<file path="config.mk">
export PLATFORM = sky130hd
export DESIGN_NAME = fetch_queue
export DESIGN_NICKNAME = d
export VERILOG_FILES = /design/src/rtl/fetch_queue.sv
export SDC_FILE = /design/constraint.sdc
export NUM_CORES = 1
export LEC_CHECK = 0
export ABC_CLOCK_PERIOD_IN_PS = 9900
export BUFFER_PORTS_ARGS = -buffer_cell sky130_fd_sc_hd__buf_4
export CAP_MARGIN = 20
export CELL_PAD_IN_SITES_DETAIL_PLACEMENT = 0
export CELL_PAD_IN_SITES_GLOBAL_PLACEMENT = 1
export CORE_MARGIN = 8
export CORE_UTILIZATION = 40
export CTS_CLUSTER_SIZE = 28
export DETAILED_ROUTE_END_ITERATION = 16
export PLACE_DENSITY_LB_ADDON = 0.1
export SYNTH_ARGS = -nofsm -noshare
export SYNTH_HDL_FRONTEND = slang
export SYNTH_SLANG_ARGS = --single-unit
export TNS_END_PERCENT = 20
</file>
<file path="constraint.sdc">
create_clock -name clk_in -period 9.9 [get_ports clk_in]
set_input_delay 1.98 -clock clk_in [delete_from_list [all_inputs] [get_ports clk_in]]
set_output_delay 1.98 -clock clk_in [all_outputs]
set_load 0.05 [all_outputs]
</file>
<file path="src/rtl/fetch_queue.sv">
// Four-entry in-order fetch queue between instruction fetch and decode.
// Define FETCH_QUEUE_BYPASS_EN to let an empty queue forward a push straight to decode.
module fetch_queue (
  input  logic        clk_in,
  input  logic        rst_n_in,
  input  logic        push_valid_in,
  input  logic [31:0] push_pc_in,
  input  logic [31:0] push_instr_in,
  output logic        push_ready_out,
  output logic        pop_valid_out,
  output logic [31:0] pop_pc_out,
  output logic [31:0] pop_instr_out,
  output logic [31:0] pop_next_pc_out,
  input  logic        pop_ready_in,
  input  logic        flush_in,
  output logic [2:0]  count_out
);

  // Handshake: a transfer happens on a rising edge where valid and ready are
  // both high; flush_in wins over both sides and discards that edge's transfers.

  logic [31:0] pc_mem    [4];
  logic [31:0] instr_mem [4];
  logic [1:0]  wr_ptr;
  logic [1:0]  rd_ptr;
  logic [2:0]  count;

  logic        head_valid;
  logic [31:0] head_pc;
  logic [31:0] head_instr;
  logic        bypass;
  logic        do_push;
  logic        do_pop;

  assign head_valid = (count != 3'd0);
  assign head_pc    = head_valid ? pc_mem[rd_ptr]    : 32'd0;
  assign head_instr = head_valid ? instr_mem[rd_ptr] : 32'd0;

  assign push_ready_out = flush_in | (count != 3'd4);
  assign count_out      = count;

`ifdef FETCH_QUEUE_BYPASS_EN
  // An empty queue presents the offered entry directly to decode.
  assign bypass = ~head_valid & ~flush_in & push_valid_in;
`else
  assign bypass = 1'b0;
`endif

  always_comb begin
    pop_valid_out   = ~flush_in & head_valid;
    pop_pc_out      = head_pc;
    pop_instr_out   = head_instr;
    pop_next_pc_out = head_valid ? head_pc + 32'd4 : 32'd0;
    if (bypass) begin
      pop_valid_out   = 1'b1;
      pop_pc_out      = push_pc_in;
      pop_instr_out   = push_instr_in;
      pop_next_pc_out = push_pc_in + 32'd4;
    end
  end

  // A bypassed entry consumed in the same cycle never touches storage.
  assign do_push = push_valid_in & push_ready_out & ~(bypass & pop_ready_in);
  assign do_pop  = pop_valid_out & pop_ready_in & ~bypass;

  always_ff @(posedge clk_in or negedge rst_n_in) begin
    if (!rst_n_in) begin
      wr_ptr <= 2'd0;
      rd_ptr <= 2'd0;
      count  <= 3'd0;
      for (int i = 0; i < 4; i++) begin
        pc_mem[i]    <= 32'd0;
        instr_mem[i] <= 32'd0;
      end
    end else if (flush_in) begin
      wr_ptr <= 2'd0;
      rd_ptr <= 2'd0;
      count  <= 3'd0;
    end else begin
      if (do_push) begin
        pc_mem[wr_ptr]    <= push_pc_in;
        instr_mem[wr_ptr] <= push_instr_in;
        wr_ptr            <= wr_ptr + 2'd1;
      end
      if (do_pop) begin
        rd_ptr <= rd_ptr + 2'd1;
      end
      count <= count + {2'b00, do_push} - {2'b00, do_pop};
    end
  end

endmodule

</file>
## After elaboration in Yosys (flattened, before gate mapping)

Cells that the tools add are included.

- $add $sub $neg: 5
- $lt $le $gt $ge: 3
- Equality and inequality tests: 1
- Mux-type cells: 18
- Bitwise operators: 7
- Reduce and logical (&&, ||, !) cells: 5

Operators by type and width:

| kind | number |
|---|---|
| bitwise mux 128 bit | 2 |
| two-way mux 32 bit | 8 |
| binary-select mux 32 bit (select 2 bit) | 2 |
| demux 32 bit (select 2 bit) | 1 |
| adder 32 x 3 -> 32 bit, second input constant | 1 |
| two-way mux 2 bit | 4 |
| >= comparator 3 bit, second input constant | 2 |
| inverter 2 -> 3 bit | 2 |
| adder 2 x 1 -> 2 bit, second input constant | 2 |
| nonzero test 2 bit | 2 |
| adder 3 x 1 -> 3 bit | 1 |
| AND 1 bit | 3 |
| less-than comparator 3 x 1 -> 1 bit, second input constant | 1 |
| two-way mux 3 bit | 1 |
| inequality test 3 bit, second input constant | 1 |
| nonzero test 3 bit | 1 |
| subtractor 3 x 1 -> 3 bit | 1 |
| AND reduction 2 bit | 1 |
| logical AND 1 bit | 1 |
| inverter 1 bit | 1 |
| bitwise OR 1 bit | 1 |

- Register bits after elaboration: 263
- Bits of input ports: 69
- Output and inout port bits: 101
- Word-level logic and storage cells: 50

## Longest topological paths before layout

Gate-level depths: netlist (run 1).

- Depth in word-level cells: 7
- Mapped depth: 13
- Gate-level depth less buffers: 11

## Least setup slack after synthesis (run 1)

Ideal clock, no wire load.

- Kind: register to output
- From: register count[1], in the netlist count_out[1]
- To: output port pop_next_pc_out[30]
- Arrival: 4135 ps
- Required time: 7920 ps
- Slack: 3785 ps
- Cell stages (with the launch flop): 12
- Buffers on the path: 4
- Cell sequence: dfrtp_1 > or3_1 > clkbuf_1 > clkbuf_1 > clkbuf_1 > and2_1 > ha_1 > and4_1 > buf_2 > nand3_4 > or4_1 > a21oi_1

- Word-level cells in the longest chain between the ends: 4

Ends and longest elaborated chain:

| item | line | source |
|---|---|---|
| start, declared | 26 | `logic [2:0] count;` |
| start signal, assigned | 88 | `count <= count + {2'b00, do_push} - {2'b00, do_pop};` |
| nonzero test 3 bit | 35 | `assign head_valid = (count != 3'd0);` |
| two-way mux 32 bit | 36 | `assign head_pc = head_valid ? pc_mem[rd_ptr] : 32'd0;` |
| named net pop_pc_out[3] | 11 | `output logic [31:0] pop_pc_out,` |
| adder 32 x 3 -> 32 bit | 53 | `pop_next_pc_out = head_valid ? head_pc + 32'd4 : 32'd0;` |
| two-way mux 32 bit | 53 |  |
| end, declared | 13 | `output logic [31:0] pop_next_pc_out,` |

The timed path passes the listed nets, and every way through them passes these cells.

## Worst setup path after layout (run 1)

- From: register rd_ptr[0]
- To: output port pop_next_pc_out[29]

- Word-level cells in the longest chain between the ends: 7

Ends and longest elaborated chain:

| item | line | source |
|---|---|---|
| start, declared | 25 | `logic [1:0] rd_ptr;` |
| start signal, assigned | 86 | `rd_ptr <= rd_ptr + 2'd1;` |
| inverter 2 -> 3 bit (implied by the code) | 36 |  |
| binary-select mux 32 bit (select 2 bit) | 36 |  |
| two-way mux 32 bit (implied by the code) (2 in series) | 36 |  |
| two-way mux 32 bit | 36 |  |
| adder 32 x 3 -> 32 bit | 53 |  |
| two-way mux 32 bit | 53 |  |

No other way between the ends. The select of a mux whose other input is x is not followed.

==> results of run 1 <==
-- cells in the mapped netlist (all sizes together) --
master / count / area [µm²]
buf: 40 / 246.5
nor2b: 1 / 6.260
o21ai: 7 / 35.03
and3: 3 / 23.77
mux2i: 8 / 80.08
nor4: 2 / 18.77
nand2: 35 / 131.4
and2: 57 / 357.8
nor4b: 1 / 23.77
nor2: 44 / 165.2
a21oi: 5 / 25.02
xnor2: 12 / 105.1
clkbuf: 16 / 60.06
mux4: 63 / 1464
nand4b: 4 / 35.03
nand3b: 2 / 15.01
xor2: 13 / 113.9
or4: 3 / 22.52
and4: 2 / 18.77
nand3: 11 / 67.57
nand4: 9 / 62.56
inv: 7 / 26.28
nand4bb: 1 / 16.27
dfrtp: 263 / 6581
nor3: 2 / 10.01
nor3b: 1 / 18.77
a41o: 1 / 10.01
or4b: 1 / 10.01
fa: 1 / 20.02
o31ai: 3 / 22.52
ha: 7 / 87.58
mux2: 262 / 2954
or3: 3 / 18.77
-- where the power goes --
| part | total (mW) | leakage, nW | switching (mW) | internal (mW) |
|---|---|---|---|---|
| logic | 2.77 | 3.16 | 1.63 | 1.14 |
| registers | 1.80 | 3.29 | 0.276 | 1.52 |
| clock network | 1.15 | 0.513 | 0.438 | 0.711 |
| total | 5.71 | 6.96 | 2.34 | 3.37 |
-- per-stage QoR --
| stage | util | power [mW] |
|---|---|---|
| after detailed placement | 0.4568 | 4.622 |
| final | 0.4906 | 5.712 |
| after floorplan | - | 3.817 |
| after global placement | 0.4568 | 4.588 |
| after CTS | 0.4897 | 5.800 |
| after global routing | 0.4906 | 6.032 |
-- cell type report --
type / instances / area [µm²] / share of cell area
tap: 402 / 503.0 / 0.03241
inverter: 7 / 26.28 / 0.001693
clock inverter: 12 / 177.7 / 0.01145
clock buffer: 42 / 865.8 / 0.05578
multi-input combinational: 564 / 5976 / 0.3850
timing repair buffer: 179 / 1384 / 0.08916
sequential: 263 / 6589 / 0.4245
-- cells by family after synthesis --
family | Yosys count
AO/OA/AOI/OAI | 16
XOR/XNOR | 25
adder cells (fa/ha/maj) | 8
buffers and inverters | 63
flip-flops | 263
multiplexers | 333
AND/OR/NAND/NOR | 182
-- cell usage in the layout, fill, tap and decap left out, types with 5 or more instances in the layout --
cell	n
inv_1	7
clkinv_2	5
xnor2_1	12
clkbuf_16	30
dfrtp_1	261
buf_4	176
clkbuf_8	7
nand3_1	10
mux2i_1	8
a21oi_1	5
mux2_2	261
and2_1	56
ha_1	7
mux4_2	51
o21ai_0	7
mux4_1	12
nor2_1	44
xor2_1	13
clkbuf_1	5
nand4_1	8
nand2_1	31
-- how the worst max path moves through the flow --
stage                     endpoint  slack, ps  cells past startpoint
3_5_place_dp   pop_next_pc_out[30]       3760                      9
6_report       pop_next_pc_out[29]       3340                      8
4_1_cts        pop_next_pc_out[30]       3140                      9
3_3_place_gp   pop_next_pc_out[30]       3820                      9
5_1_grt        pop_next_pc_out[30]       2920                      9
2_1_floorplan  pop_next_pc_out[30]       3780                     11
-- layer usage --
metal / track usage / up-vias / part of all wire
met1: 0.2148 / 4057 / 0.46
met2: 0.2652 / 146 / 0.46
met3: 0.04023 / 50 / 0.050
li1: - / 3572 / -
met4: 0.04155 / 0 / 0.025
met5: 0 / - / 0
-- registers in the layout, summed over array words and instances, names as in the netlist --
signal     count
rd_ptr         2
pc_mem       128
instr_mem    128
count_out      3
wr_ptr         2
==> results.toml, run 1 <==
[run_status]
status = "finished, final reports clean"

[critical_path]
critPathLaunch = "rd_ptr[0]$_DFFE_PN0P_"
reg2reg_slack_ps = 6670
slowest_delay_ps = 920
required_ps = 7920
critPathMostFrequentCell = "buf_4"
cp-end-kind = "output port"
path_max_fanout = 43
slowest_stage = "dfrtp_4"
start_kind = "register"
r2r-start = "count_out[1]$_DFF_PN0_"
critPathArrivalTime_ps = 4580
worst_r2r_path_depth = 6
critical_path.top_delay_family = "simple AND/OR/NAND/NOR gates"
path_cells = "buf_4 > mux4_1 > and3_4 > nor3b_4 > nand3_1 > or4_1 > nand2_1 > buf_4"
worst_r2r_endpoint = "pc_mem[116]$_DFFE_PN0P_"
path_class = "reg -> out"
path_buf_inv = 2

[clock_network]
numCtsBuffers = 30
cts.sinks = 263
htree_levels = 1
hold_buffers = 0
postCtsSetupRepairBufs = 0
clkLatencyLatePin_ps = 560
clk_transition_reported_paths_ps = 60
cts_max_path_buffers = 3
root_buffer = "clkbuf_16"
cts_tree = "done"
cts_resized = 0

[drt]
via_count = 7825
drtIter0Drc = 301
vias_per_cell = 5.327
drt_wl_total_mm = 31.15
ant_nets = 0
dr.pass1.iters = 4
wire_per_inst_um = 21.20
drc = 0

[sta]
fin_skew_ps = 29.28
slew_headroom = 0.3653
hold_viol_final = 0
slew_violations = 0
rsz0062_at_grt = "no"
worstMarginPinSlew_ps = 952.0
setup_viol = 0
fmax_mhz = 152.4
setup_ws_ps = 3338
fin_crit_ps = 6562
min_period_over_period = 0.6628
hold_ws_ps = 494.4
setup_tns_ps = 0

[global_route]
antenna_found_initial = 0
grt_max_degree = 166
grt.overflow.total = 0
first_global_vias = 8661
grt_use_total = 0.1625
grt_pass1_wl_mm = 49.85

[logic_synthesis]
synth_xor_area_frac = 0.01703
postSynthNetCount = 967
muxShareOfSynthArea = 0.3499
synth_compound_area_frac = 0.007203
syn_avg_cell_area_um2 = 14.44
synth_top_family_by_area = "multiplexers"
synth_area_mm2 = 0.01285
synthCells = 890
yosys_register_bits = 263
yosysWarnings = 0
synth_cell_types = 46
synth_seq_area_share = 0.5120
synth_adder_area_share = 0.008371
synthSimpleGateAreaFrac = 0.07953

[floorplan]
core_area_mm2 = 0.03164
rows = 65
io_pins = 170
fp.dieW_um = 195.3
die_h_um = 195.3
die-area_mm2 = 0.03813
initial_core_util = 0.4063

[worst_hold_path]
hold_depth = 1
hp-start = "pc_mem[119]$_DFFE_PN0P_"
min_to = "pc_mem[119]$_DFFE_PN0P_"
hp-class = "reg -> reg"

[layout]
fin_cells = 1469
final_nets = 1122
num-fill-cells = 2858
fin_area_mm2 = 0.01552
antenna_cells = 0
syn_to_final_growth_pct = 20.75
drive_gt1_frac = 0.5239

[place]
placed_cells = 1414
hpwlAfterDp_mm = 19.79
gp_congestion = 0.7444
post-place-ws_ps = 3755
io_buffers = 169
postPlaceCellArea_mm2 = 0.01445

[power]
p_leak_nw = 6.965
vdd_drop_max_v = 0.0002088
powerDensity_mw_per_mm2 = 368.0

[flow_run]
maxCapViolations = 0
(Power assumes the default switching activity.)
==> run 2: changes to the inputs <==
ABC_CLOCK_PERIOD_IN_PS = 6700   (was 9900)
clock period = 6.7 ns   (was 9.9 ns; I/O delays follow)
==> run 2 against run 1 <==
  * Via count decreased by 0.70%
  * Die area unchanged
  * Clock skew decreased by 8.2 ps
  * Cell area decreased by 0.94%
  * Core utilization decreased by 0.46 points
  * Sequential share of layout area increased by 0.40 points
  * Largest cell class unchanged
  * Highest routed layer unchanged
==> results.toml, run 2 (same netlist as run 1, synthesis figures left out) <==
[sta]
setup_viol = 0
rsz0062_at_grt = "no"
fin_crit_ps = 5345
hold_viol_final = 0
setup_tns_ps = 0
worstMarginPinSlew_ps = 986.5
slew_headroom = 0.3423
fin_skew_ps = 21.11
min_period_over_period = 0.7978
slew_violations = 0
fmax_mhz = 187.1

[critical_path]
r2r-start = "count_out[1]$_DFF_PN0_"
reg2reg_slack_ps = 3470
critical_path.endpoint = "pop_next_pc_out[30]"
worst_r2r_endpoint = "instr_mem[74]$_DFFE_PN0P_"
path_max_fanout = 48
required_ps = 5360
cp-end-kind = "output port"
critPathArrivalTime_ps = 4000
start_kind = "register"
worst_r2r_path_depth = 6
path_class = "reg -> out"
critPathLaunch = "rd_ptr[0]$_DFFE_PN0P_"

[layout]
multi_input_area_mm2 = 0.005976
regArea_mm2 = 0.006589
fin_cells = 1464
num-fill-cells = 2786
drive_gt1_frac = 0.5179
antenna_cells = 0
final_nets = 1121
most-common-layout-cells = "mux2_2, dfrtp_1, buf_4"
syn_to_final_growth_pct = 19.61

[clock_network]
clk_transition_reported_paths_ps = 50
cts_tree = "done"
numCtsBuffers = 30
cts_max_path_buffers = 3
postCtsSetupRepairBufs = 0
hold_buffers = 0
htree_levels = 1
clkLatencyLatePin_ps = 550
cts.sinks = 263
cts_resized = 0
root_buffer = "clkbuf_16"

[global_route]
grt_use_total = 0.1614
first_global_vias = 8639
grt_pass1_wl_mm = 49.73
grt_max_degree = 142
antenna_found_initial = 0
grt.overflow.total = 0

[worst_hold_path]
hp-class = "reg -> reg"

[power]
p_total_mw = 8.261
vdd_drop_max_v = 0.0002956
p_leak_nw = 6.890
powerDensity_mw_per_mm2 = 537.3

[drt]
vias_per_cell = 5.307
ant_nets = 0
wire_per_inst_um = 21.03
dr.pass1.iters = 4
drc = 0
via_count = 7770
drtIter0Drc = 302
drt_wl_total_mm = 30.79

[floorplan]
die-area_mm2 = 0.03813
initial_core_util = 0.4063
fp.dieW_um = 195.3
core_area_mm2 = 0.03164
io_pins = 170
die_h_um = 195.3
rows = 65

[place]
io_buffers = 169
gp_congestion = 0.7254
placed_cells = 1414
hpwlAfterDp_mm = 19.96

[run_status]
status = "finished, final reports clean"

[flow_run]
maxCapViolations = 0
[run 2: per-stage QoR]
stage               hold slack, ps  utilization  worst slack (ps)  cell area, µm²
finish                       495.9       0.4860              1355           15370
global route                 504.9       0.4860              1073           15370
CTS                          498.3       0.4860              1266           15370
detailed placement           485.2       0.4568              1852           14450
global placement             479.2       0.4568              1919           14450
floorplan                    470.4            -              1225           12850
[run 2: worst min-delay path by stage]
stage	startpoint	slack [ps]	depth (start not counted)	to
finish	pc_mem[82]$_DFFE_PN0P_	500	1	pc_mem[82]$_DFFE_PN0P_
global route	pc_mem[52]$_DFFE_PN0P_	500	1	pc_mem[52]$_DFFE_PN0P_
CTS	pc_mem[82]$_DFFE_PN0P_	500	1	pc_mem[82]$_DFFE_PN0P_
detailed placement	pc_mem[82]$_DFFE_PN0P_	490	1	pc_mem[82]$_DFFE_PN0P_
global placement	pc_mem[55]$_DFFE_PN0P_	480	1	pc_mem[55]$_DFFE_PN0P_
floorplan	pc_mem[66]$_DFFE_PN0P_	470	1	pc_mem[66]$_DFFE_PN0P_
[run 2: report_power, final]
group / internal [mW] / switching [mW] / leakage, nW / total, mW
logic: 1.68 / 2.41 / 3.15 / 4.09
registers: 2.25 / 0.407 / 3.29 / 2.65
clock network: 0.905 / 0.615 / 0.453 / 1.52
[run 2: critical path: stages (launching register included)]
cell and delay (ps):
dfrtp_4 990, mux4_1 450, and2_1 180, ha_1 210, and4_1 450, nand3_4 190
or4_1 530, a21oi_1 220, buf_4 240
[run 2: layer usage]
layer	routed length, µm	up-vias	GRT usage
li1	-	3569	-
met1	14260	4026	0.2138
met2	14780	142	0.2735
met3	1349	33	0.03353
met4	395	0	0.02835
met5	0	-	0
[run 2: cell type report]
| type | count | share of cell area |
|---|---|---|
| timing repair buffer | 178 | 0.08822 |
| clock inverter | 3 | 0.001953 |
| sequential | 263 | 0.4285 |
| tap | 402 | 0.03271 |
| inverter | 7 | 0.001709 |
| clock buffer | 47 | 0.05819 |
| multi-input combinational | 564 | 0.3887 |
